`config.mk`:
```
export PLATFORM = sky130hd
export DESIGN_NAME = spram_arbiter
export DESIGN_NICKNAME = d
export VERILOG_FILES = /design/src/rtl/spram_arb_pkg.sv /design/src/rtl/rr_arbiter.sv /design/src/rtl/spram_arbiter.sv
export SDC_FILE = /design/constraint.sdc
export NUM_CORES = 1
export LEC_CHECK = 0
export ABC_AREA = 1
export BUFFER_PORTS_ARGS = -buffer_cell sky130_fd_sc_hd__buf_2
export CORE_AREA = 4 4 198 200
export DETAILED_ROUTE_END_ITERATION = 8
export DIE_AREA = 0 0 202 204
export SYNTH_ARGS = -nofsm -noshare
export SYNTH_HDL_FRONTEND = slang
export SYNTH_SLANG_ARGS = --single-unit
```
`constraint.sdc`:
```
create_clock -name clk -period 4.5 [get_ports clk]
set_input_delay 0.9 -clock clk [delete_from_list [all_inputs] [get_ports clk]]
set_output_delay 0.9 -clock clk [all_outputs]
set_load 0.03 [all_outputs]
```
`src/rtl/spram_arb_pkg.sv`:
```
// Shared types and helpers for the single-port RAM arbiter.
package spram_arb_pkg;

    typedef enum logic [0:0] {
        INIT = 1'b0,
        RUN  = 1'b1
    } state_t;

    // Index width that stays at least one bit wide even for tiny requester counts.
    function automatic int clog2_safe(input int n);
        return (n <= 2) ? 1 : $clog2(n);
    endfunction

endpackage

```
`src/rtl/rr_arbiter.sv`:
```
// Combinational round-robin picker: first asserted request at or above ptr, wrapping.
module rr_arbiter
    import spram_arb_pkg::*;
#(
    parameter  int NUM_REQ = 4,
    localparam int IDW     = clog2_safe(NUM_REQ)
) (
    input  logic [NUM_REQ-1:0] req,
    input  logic [IDW-1:0]     ptr,
    input  logic               en,
    output logic [NUM_REQ-1:0] grant,
    output logic [IDW-1:0]     winner
);

    logic           found;
    logic [IDW-1:0] idx;

    always_comb begin
        grant  = '0;
        winner = '0;
        found  = 1'b0;
        idx    = '0;
        for (int i = 0; i < NUM_REQ; i++) begin
            idx = IDW'((int'(ptr) + i) % NUM_REQ);
            if (en && !found && req[idx]) begin
                found      = 1'b1;
                grant[idx] = 1'b1;
                winner     = idx;
            end
        end
    end

endmodule

```
`src/rtl/spram_arbiter.sv`:
```
// Round-robin sharing of one single-port RAM between NUM_REQ requesters,
// with zero-fill after reset and read-data routing back to the issuer.
module spram_arbiter
    import spram_arb_pkg::*;
#(
    parameter int NUM_REQ      = 4,
    parameter int ADDR_WIDTH   = 10,
    parameter int DATA_WIDTH   = 64,
    parameter int DEPTH        = 1024,
    parameter int READ_LATENCY = 1
) (
    input  logic                          clk,
    input  logic                          rst_n,
    input  logic [NUM_REQ-1:0]            req_valid,
    output logic [NUM_REQ-1:0]            req_ready,
    input  logic [NUM_REQ-1:0]            req_we,
    input  logic [NUM_REQ*ADDR_WIDTH-1:0] req_addr,
    input  logic [NUM_REQ*DATA_WIDTH-1:0] req_wdata,
    output logic [NUM_REQ-1:0]            rsp_valid,
    output logic [DATA_WIDTH-1:0]         rsp_rdata,
    output logic                          init_done,
    output logic                          mem_ena,
    output logic                          mem_wea,
    output logic [ADDR_WIDTH-1:0]         mem_addra,
    output logic [DATA_WIDTH-1:0]         mem_dina,
    output logic                          mem_rsta,
    input  logic [DATA_WIDTH-1:0]         mem_douta
);

    localparam int                    IDW       = clog2_safe(NUM_REQ);
    localparam int                    PIPE_D    = 1 + READ_LATENCY;
    localparam logic [ADDR_WIDTH-1:0] LAST_ADDR = ADDR_WIDTH'(DEPTH - 1);

    state_t                     state_q, state_d;
    logic [ADDR_WIDTH-1:0]      init_cnt_q, init_cnt_d;
    logic                       init_done_q, init_done_d;
    logic [IDW-1:0]             ptr_q, ptr_d;
    logic                       mem_ena_q, mem_ena_d;
    logic                       mem_wea_q, mem_wea_d;
    logic [ADDR_WIDTH-1:0]      mem_addra_q, mem_addra_d;
    logic [DATA_WIDTH-1:0]      mem_dina_q, mem_dina_d;
    logic [PIPE_D-1:0]          pipe_vld_q, pipe_vld_d;
    logic [PIPE_D-1:0][IDW-1:0] pipe_id_q, pipe_id_d;

    logic [ADDR_WIDTH-1:0]      addr_arr  [NUM_REQ];
    logic [DATA_WIDTH-1:0]      wdata_arr [NUM_REQ];
    logic [NUM_REQ-1:0]         grant;
    logic [IDW-1:0]             winner;
    logic                       granted;
    logic                       grant_we;
    logic                       run;
    logic                       rsp_vld;
    logic [IDW-1:0]             rsp_id;

    for (genvar g = 0; g < NUM_REQ; g++) begin : g_unpack
        assign addr_arr[g]  = req_addr[g*ADDR_WIDTH +: ADDR_WIDTH];
        assign wdata_arr[g] = req_wdata[g*DATA_WIDTH +: DATA_WIDTH];
    end

    assign run = (state_q == RUN);

    rr_arbiter #(
        .NUM_REQ (NUM_REQ)
    ) u_rr_arbiter (
        .req    (req_valid),
        .ptr    (ptr_q),
        .en     (run),
        .grant  (grant),
        .winner (winner)
    );

    assign granted   = |grant;
    assign grant_we  = req_we[winner];
    assign req_ready = grant;

    always_comb begin
        state_d     = state_q;
        init_cnt_d  = init_cnt_q;
        init_done_d = init_done_q;
        ptr_d       = ptr_q;
        mem_ena_d   = 1'b0;
        mem_wea_d   = 1'b0;
        mem_addra_d = mem_addra_q;
        mem_dina_d  = mem_dina_q;
        case (state_q)
            INIT: begin
                mem_ena_d   = 1'b1;
                mem_wea_d   = 1'b1;
                mem_addra_d = init_cnt_q;
                mem_dina_d  = '0;
                if (init_cnt_q == LAST_ADDR) begin
                    state_d     = RUN;
                    init_done_d = 1'b1;
                end else begin
                    init_cnt_d = init_cnt_q + 1'b1;
                end
            end
            default: begin
                if (granted) begin
                    mem_ena_d   = 1'b1;
                    mem_wea_d   = grant_we;
                    mem_addra_d = addr_arr[winner];
                    mem_dina_d  = wdata_arr[winner];
                    ptr_d       = (winner == IDW'(NUM_REQ - 1)) ? '0 : winner + 1'b1;
                end
            end
        endcase
    end

    // Read tags ride alongside the RAM latency so data returns to its issuer.
    assign pipe_vld_d = {pipe_vld_q[PIPE_D-2:0], granted & ~grant_we};
    assign pipe_id_d  = {pipe_id_q[PIPE_D-2:0], winner};

    always_ff @(posedge clk or negedge rst_n) begin
        if (!rst_n) begin
            state_q     <= INIT;
            init_cnt_q  <= '0;
            init_done_q <= 1'b0;
            ptr_q       <= '0;
            mem_ena_q   <= 1'b0;
            mem_wea_q   <= 1'b0;
            mem_addra_q <= '0;
            mem_dina_q  <= '0;
            pipe_vld_q  <= '0;
            pipe_id_q   <= '0;
        end else begin
            state_q     <= state_d;
            init_cnt_q  <= init_cnt_d;
            init_done_q <= init_done_d;
            ptr_q       <= ptr_d;
            mem_ena_q   <= mem_ena_d;
            mem_wea_q   <= mem_wea_d;
            mem_addra_q <= mem_addra_d;
            mem_dina_q  <= mem_dina_d;
            pipe_vld_q  <= pipe_vld_d;
            pipe_id_q   <= pipe_id_d;
        end
    end

    assign rsp_vld = pipe_vld_q[PIPE_D-1];
    assign rsp_id  = pipe_id_q[PIPE_D-1];

    always_comb begin
        rsp_valid = '0;
        if (rsp_vld) begin
            rsp_valid[rsp_id] = 1'b1;
        end
    end

    // Gated so the shared data bus reads zero outside a response pulse.
    assign rsp_rdata = rsp_vld ? mem_douta : '0;

    assign init_done = init_done_q;
    assign mem_ena   = mem_ena_q;
    assign mem_wea   = mem_wea_q;
    assign mem_addra = mem_addra_q;
    assign mem_dina  = mem_dina_q;
    assign mem_rsta  = 1'b0;

endmodule

```
==> results of run 1 <==
power by group through the flow:
stage / logic, mW / clock network (mW) / registers, mW
global placement: 0.264 / 0 / 0.879
detailed placement: 0.262 / 0 / 0.879
floorplan: 0.0624 / 0 / 0.879
finish: 0.262 / 0.753 / 0.862
global route: 0.292 / 0.823 / 0.862
CTS: 0.264 / 0.799 / 0.862
cells by family after synthesis:
logic type,synth area share
fa+ha+maj,0.0155
xor+xnor,0.0108
buf+inv,0.118
compound gates,0.00585
flops,0.330
other cells,0.000516
simple gates,0.519
cell usage in the layout, fill, tap and decap left out, drive strengths merged, types with 2 or more instances in the layout:
| cell | netlist | routed |
|---|---|---|
| dfrtp | 96 | 96 |
| nor3 | 5 | 5 |
| o21bai | 2 | 2 |
| nand3 | 409 | 409 |
| xor2 | 6 | 6 |
| diode | 0 | 2 |
| o21ai | 3 | 3 |
| nand4 | 12 | 12 |
| clkbuf | 26 | 9 |
| nor2 | 14 | 14 |
| inv | 88 | 89 |
| nand2 | 402 | 402 |
| clkinvlp | 0 | 2 |
| xnor2 | 3 | 3 |
| buf | 66 | 533 |
| ha | 9 | 9 |
| clkinv | 2 | 6 |
area by class of cell:
type / count / area share
inverter: 90 / 0.0324
tap: 511 / 0.0613
clock inverter: 7 / 0.00456
timing repair buffer: 533 / 0.262
multi-input combinational: 869 / 0.387
sequential: 96 / 0.230
antenna: 2 / 0.000480
clock buffer: 9 / 0.0216
flip-flops by register name, indices dropped and copies added (netlist names):
signal	count
init_done	1
rsp_id	2
pipe_id_d	2
mem_wea	1
mem_addra	10
ptr_q	2
mem_dina	64
init_cnt_q	10
pipe_vld_q	2
mem_ena	1
run	1
metrics by stage:
step | worst slack [ns] | total power, mW | hold WS [ns]
floorplan | 1.80 | 0.942 | 0.331
global route | 0.639 | 1.98 | 0.360
detailed placement | 0.970 | 1.14 | 0.335
global placement | 1.02 | 1.14 | 0.333
CTS | 0.970 | 1.92 | 0.351
finish | 0.959 | 1.88 | 0.349
critical path, cell delays in order (launching register included):
cell     delay (ns)
dfrtp_1        0.54
inv_2          0.20
ha_1           0.38
inv_1          0.08
nand3_1        0.11
nand3_2        0.11
a21oi_1        0.36
nand2_8        0.36
nand2_4        0.47
buf_4          0.44
nand2_1        0.10
nand3_1        0.08
nand3_1        0.09
nand2_1        0.10
per-layer routing:
layer	vias to the layer above	global-route usage
met5	-	0
li1	4633	-
met2	415	0.272
met1	4543	0.208
met3	59	0.0447
met4	6	0.0535
how the worst min path moves through the flow:
stage                              from            end  slack [ns]  cells after the start
final                      pipe_id_d[3]      rsp_id[1]        0.35                      0
after global routing      pipe_vld_q[0]  pipe_vld_q[1]        0.36                      0
after CTS                  pipe_id_d[3]      rsp_id[1]        0.35                      0
after detailed placement  pipe_vld_q[0]  pipe_vld_q[1]        0.34                      0
after global placement     pipe_id_d[3]      rsp_id[1]        0.33                      0
after floorplan           pipe_vld_q[0]  pipe_vld_q[1]        0.33                      0
==> run_results.csv, run 1 <==
group,metric,value,unit
drt,viasPerCell,4.56,
clock_tree,holdBufCountCts,0,
logic_synthesis,syn_area,7270,um^2
worst_setup_path,worstSetupStartpoint,"ptr_q[0]",
min_path,hold_path.class,"flop to flop",
final_layout,fillers,4249,
logic_synthesis,yosys.area.top_type,"dfrtp_1",
drt,firstDrtPassIters,5,
clock_tree,cts_setup_buffers,0,
sta,slew_violations,0,
final_layout,syn_to_final_growth,43.4,%
power,comb_power_share,0.140,
placed_design,dpl_cell_area,10200,um^2
drt,post-route-drc-count,0,
logic_synthesis,synth_top_area_frac,0.330,
drt,wirelength,36200,um
flow_run,drv_cap,0,
sta,fin_skew,0.0112,ns
clock_tree,cts_root_buf,"clkbuf_16",
logic_synthesis,synth_most_common_cell,"nand3_1",
final_layout,seqCellArea,2400,um^2
placed_design,place_hpwl,27400,um
power,p_clk_frac,0.401,
clock_tree,cts_made_buffers,9,
clock_tree,htree_levels,3,
logic_synthesis,ys_async_sr_fraction,1.00,
logic_synthesis,synth.distinct_cells,28,
floorplanning,core_area,37400,um^2
floorplanning,dieHeight,204,um
sta,post-route-min-period,3.54,ns
outcome,run_status,"completed",
worst_setup_path,r2r_cells,13,
worst_setup_path,worstPathArrival,3.84,ns
worst_setup_path,rrSetupSlack,0.96,ns
drt,wl_met3,2960,um
drt,ant_nets,0,
power,power.leakage,6.34,nW
sta,relSlewSlack,0.307,
sta,tightest_slew,1.04,ns
floorplanning,io-pin-count,520,
power,seqPwrFrac,0.459,
clock_tree,clockBufferDepth,2,
floorplanning,start_util,0.194,
logic_synthesis,ys_top_cells_by_count,"407 x nand3_1, 396 x nand2_1, 96 x dfrtp_1, 84 x inv_1, 32 x buf_2",
worst_setup_path,crit_type,"flop to flop",
sta,fmax,282,MHz
placed_design,numPortBuffers,518,
drt,vias,9656,
final_layout,stdcell_area,10400,um^2
final_layout,finish.utilization,0.279,
worst_setup_path,cp_data_required_time,4.80,ns
worst_setup_path,cp_max_fo,61,
final_layout,drive_gt1_frac,0.355,
sta,hold_viol_final,0,
drt,highest_layer,"met5",
logic_synthesis,yosys_warnings,0,
logic_synthesis,synth-main-ff-cell,"dfrtp_1",
power,ir_drop,0.167,mV
grt,grt_start_max_net_pins,151,
power,power.density,180,nW/um^2
logic_synthesis,synth_edf_count,0,
final_layout,fin_nets,1978,
sta,setup_violations,0,
worst_setup_path,r2r-start,"ptr_q[0]",
grt,grt_pass1_wl,52900,um
floorplanning,die_w,202,um
worst_setup_path,critPathLaunchType,"flop",
drt,drt_iter0_drc,836,
logic_synthesis,avgSynthCellArea,6.34,um^2
power,p_int,1.39,mW
sta,rsz0062_at_grt,"no",
grt,grt_pass1_vias,9125,
worst_setup_path,crit_end,"mem_dina[24]",
drt,routedWlPerCell,17.1,um
clock_tree,cts_resized,0,
sta,tns,0,ns
clock_tree,clk_latency,0.37,ns
placed_design,place_inst,2099,
clock_tree,clk_pin_slew,0.07,ns
grt,grt_usage,0.164,
logic_synthesis,ys_seq_elements,96,
logic_synthesis,syn-num-nets,1526,
grt,antenna_found_initial,4,
drt,wl_met2,17400,um
sta,fin_crit_sh,0.787,
worst_setup_path,worstSetupEndpointType,"flop",
worst_setup_path,reg2reg_to,"mem_dina[24]",
power,switching_share,0.262,
drt,wl_met1,15000,um
floorplanning,dieArea,41200,um^2
logic_synthesis,syn-instance-count,1147,
logic_synthesis,yosysSeqAreaShare,0.330,
final_layout,multi_input_area,4040,um^2
clock_tree,cts_tree,"yes",
placed_design,gp_routability_congestion,0.974,
floorplanning,row_count,71,
final_layout,layout.cells.non_filler,2117,
grt,grt-ovfl-total,0,
clock_tree,clkSinkCount,96,
power,switchingPower,0.492,mW
logic_synthesis,synth_area_leaders,"dfrtp_1 33%, nand3_1 28%, nand2_1 20%",
Power figures use the tool's default switching activity.
==> run 2, diff against run 1 <==
- CORE_AREA: 4 4 198 200 -> 4 4 199 201
- DIE_AREA: 0 0 202 204 -> 0 0 203 205
- clock period: 4.5 -> 3.7 ns (I/O delays scaled with it)
==> run 2 against run 1 <==
Sequential power up 22%. Die area grew 0.99%. Core utilization up 0.20 points. Sequential share of layout area is 0.27 points lower. Final cell count increased by 0.14%. Largest power group unchanged. Worst setup slack lost 0.60 ns. Largest cell class unchanged.
==> run_results.csv, run 2 (synthesized netlist as in run 1, its figures left out) <==
group,metric,value,unit
floorplanning,die_w,203,um
clock_tree,cts_root_buf,"clkbuf_16",
drt,vias,9503,
drt,firstDrtPassIters,5,
min_path,hold_path.class,"flop to flop",
power,power.density,218,nW/um^2
final_layout,drive_gt1_frac,0.356,
clock_tree,cts_resized,0,
worst_setup_path,worstSetupEndpointType,"flop",
floorplanning,io-pin-count,520,
floorplanning,core_area,37600,um^2
sta,slew_violations,0,
flow_run,drv_cap,0,
floorplanning,row_count,71,
clock_tree,holdBufCountCts,0,
drt,drt_iter0_drc,748,
final_layout,fin_nets,1981,
grt,grt-ovfl-total,0,
drt,routedWlPerCell,16.7,um
worst_setup_path,crit_type,"flop to flop",
clock_tree,clk_pin_slew,0.07,ns
sta,setup_violations,0,
outcome,run_status,"completed",
clock_tree,htree_levels,3,
clock_tree,cts_tree,"yes",
grt,grt_usage,0.159,
sta,post-route-min-period,3.34,ns
sta,whs,0.349,ns
grt,antenna_found_initial,4,
power,ir_drop,0.237,mV
floorplanning,start_util,0.194,
drt,ant_nets,0,
drt,post-route-drc-count,0,
clock_tree,clk_latency,0.36,ns
grt,grt_start_max_net_pins,151,
final_layout,final_common_cell,"buf_2",
final_layout,mostFrequentLayoutCells,"517 x buf_2, 407 x nand3_1, 396 x nand2_1, 95 x dfrtp_1, 84 x inv_1",
grt,grt_pass1_wl,52400,um
sta,relSlewSlack,0.404,
worst_setup_path,cp_data_required_time,3.99,ns
power,power.leakage,6.39,nW
floorplanning,dieArea,41600,um^2
sta,rsz0062_at_grt,"no",
clock_tree,clockBufferDepth,2,
sta,fmax,299,MHz
placed_design,numPortBuffers,518,
final_layout,largest_register_ffs,64,
floorplanning,dieHeight,205,um
sta,tns,0,ns
drt,viasPerCell,4.48,
worst_setup_path,worstPathArrival,3.63,ns
sta,tightest_slew,0.895,ns
sta,fin_crit_sh,0.903,
sta,fin_skew,0.00926,ns
placed_design,place_hpwl,27100,um
worst_setup_path,cp_max_fo,50,
sta,hold_viol_final,0,
clock_tree,cts_made_buffers,9,
grt,grt_pass1_vias,9131,
clock_tree,clkSinkCount,96,
clock_tree,cts_setup_buffers,0,
worst_setup_path,critPathLaunchType,"flop",
placed_design,gp_routability_congestion,0.932,
drt,wirelength,35400,um
final_layout,syn_to_final_growth,45.1,%
-- run 2: cell count changes in the layout (fill, tap and decap cells not counted) --
cell / change
nand2_8: +1
clkinv_2: -1
clkbuf_8: +2
clkinv_4: -1
inv_2: -1
buf_4: -3
nand2_4: -1
inv_6: +1
buf_12: +6
-- run 2: per-layer routing --
layer,global-route usage,share of wire,vias up
met2,0.263,0.48,370
met5,0,0.00076,-
met1,0.211,0.43,4449
met3,0.0332,0.069,42
met4,0.0412,0.018,4
li1,-,-,4638
-- run 2: path summary, 6_finish.rpt --
kind	from	end	slack (ns)	depth (start not counted)
max	ptr_q[1]	mem_dina[1]	0.36	15
min	pipe_id_d[2]	rsp_id[0]	0.35	0
max reg2reg	ptr_q[1]	mem_dina[1]	0.36	15
min reg2reg	pipe_id_d[2]	rsp_id[0]	0.35	0
max in group asynchronous	rst_n	pipe_vld_q[1]	2.66	2
min in group asynchronous	rst_n	mem_dina[22]	0.50	2
-- run 2: power breakdown --
group	switching (mW)	internal [mW]	leakage, nW
combinational	0.135	0.180	4.95
sequential	0	1.05	1.30
clock	0.440	0.497	0.139
total	0.575	1.73	6.39
-- run 2: worst max-delay path, stage by stage (launching register included) --
cell     delay (ns)
dfrtp_1        0.52
inv_1          0.22
ha_1           0.38
inv_1          0.08
nand3_1        0.10
nand2_2        0.09
nand3_2        0.13
inv_2          0.09
nand3_1        0.07
nand3_1        0.14
nor2_2         0.51
nand2_4        0.30
nor2_4         0.19
buf_12         0.23
nand2_1        0.10
nand2_1        0.07
-- run 2: through the flow --
step | std cells | worst slack (ns) | util | total power [mW] | area (um^2)
2_1_floorplan | 1147 | 1.14 | - | 1.15 | 7270
3_3_place_gp | 2102 | 0.497 | 0.273 | 1.39 | 10300
3_5_place_dp | 2102 | 0.379 | 0.273 | 1.38 | 10300
4_1_cts | 2118 | 0.367 | 0.281 | 2.35 | 10600
5_1_grt | 2120 | 0.0475 | 0.281 | 2.43 | 10600
6_report | 2120 | 0.360 | 0.281 | 2.30 | 10600
-- run 2: area by class of cell --
class	count	area, um^2
well taps	511	639
clock buffers	11	253
flip-flops and latches	96	2400
clock inverters	5	37.5
fillers	4190	27000
repair buffers	536	2830
diodes	2	5.00
multi-input cells	869	4050
inverters	90	339
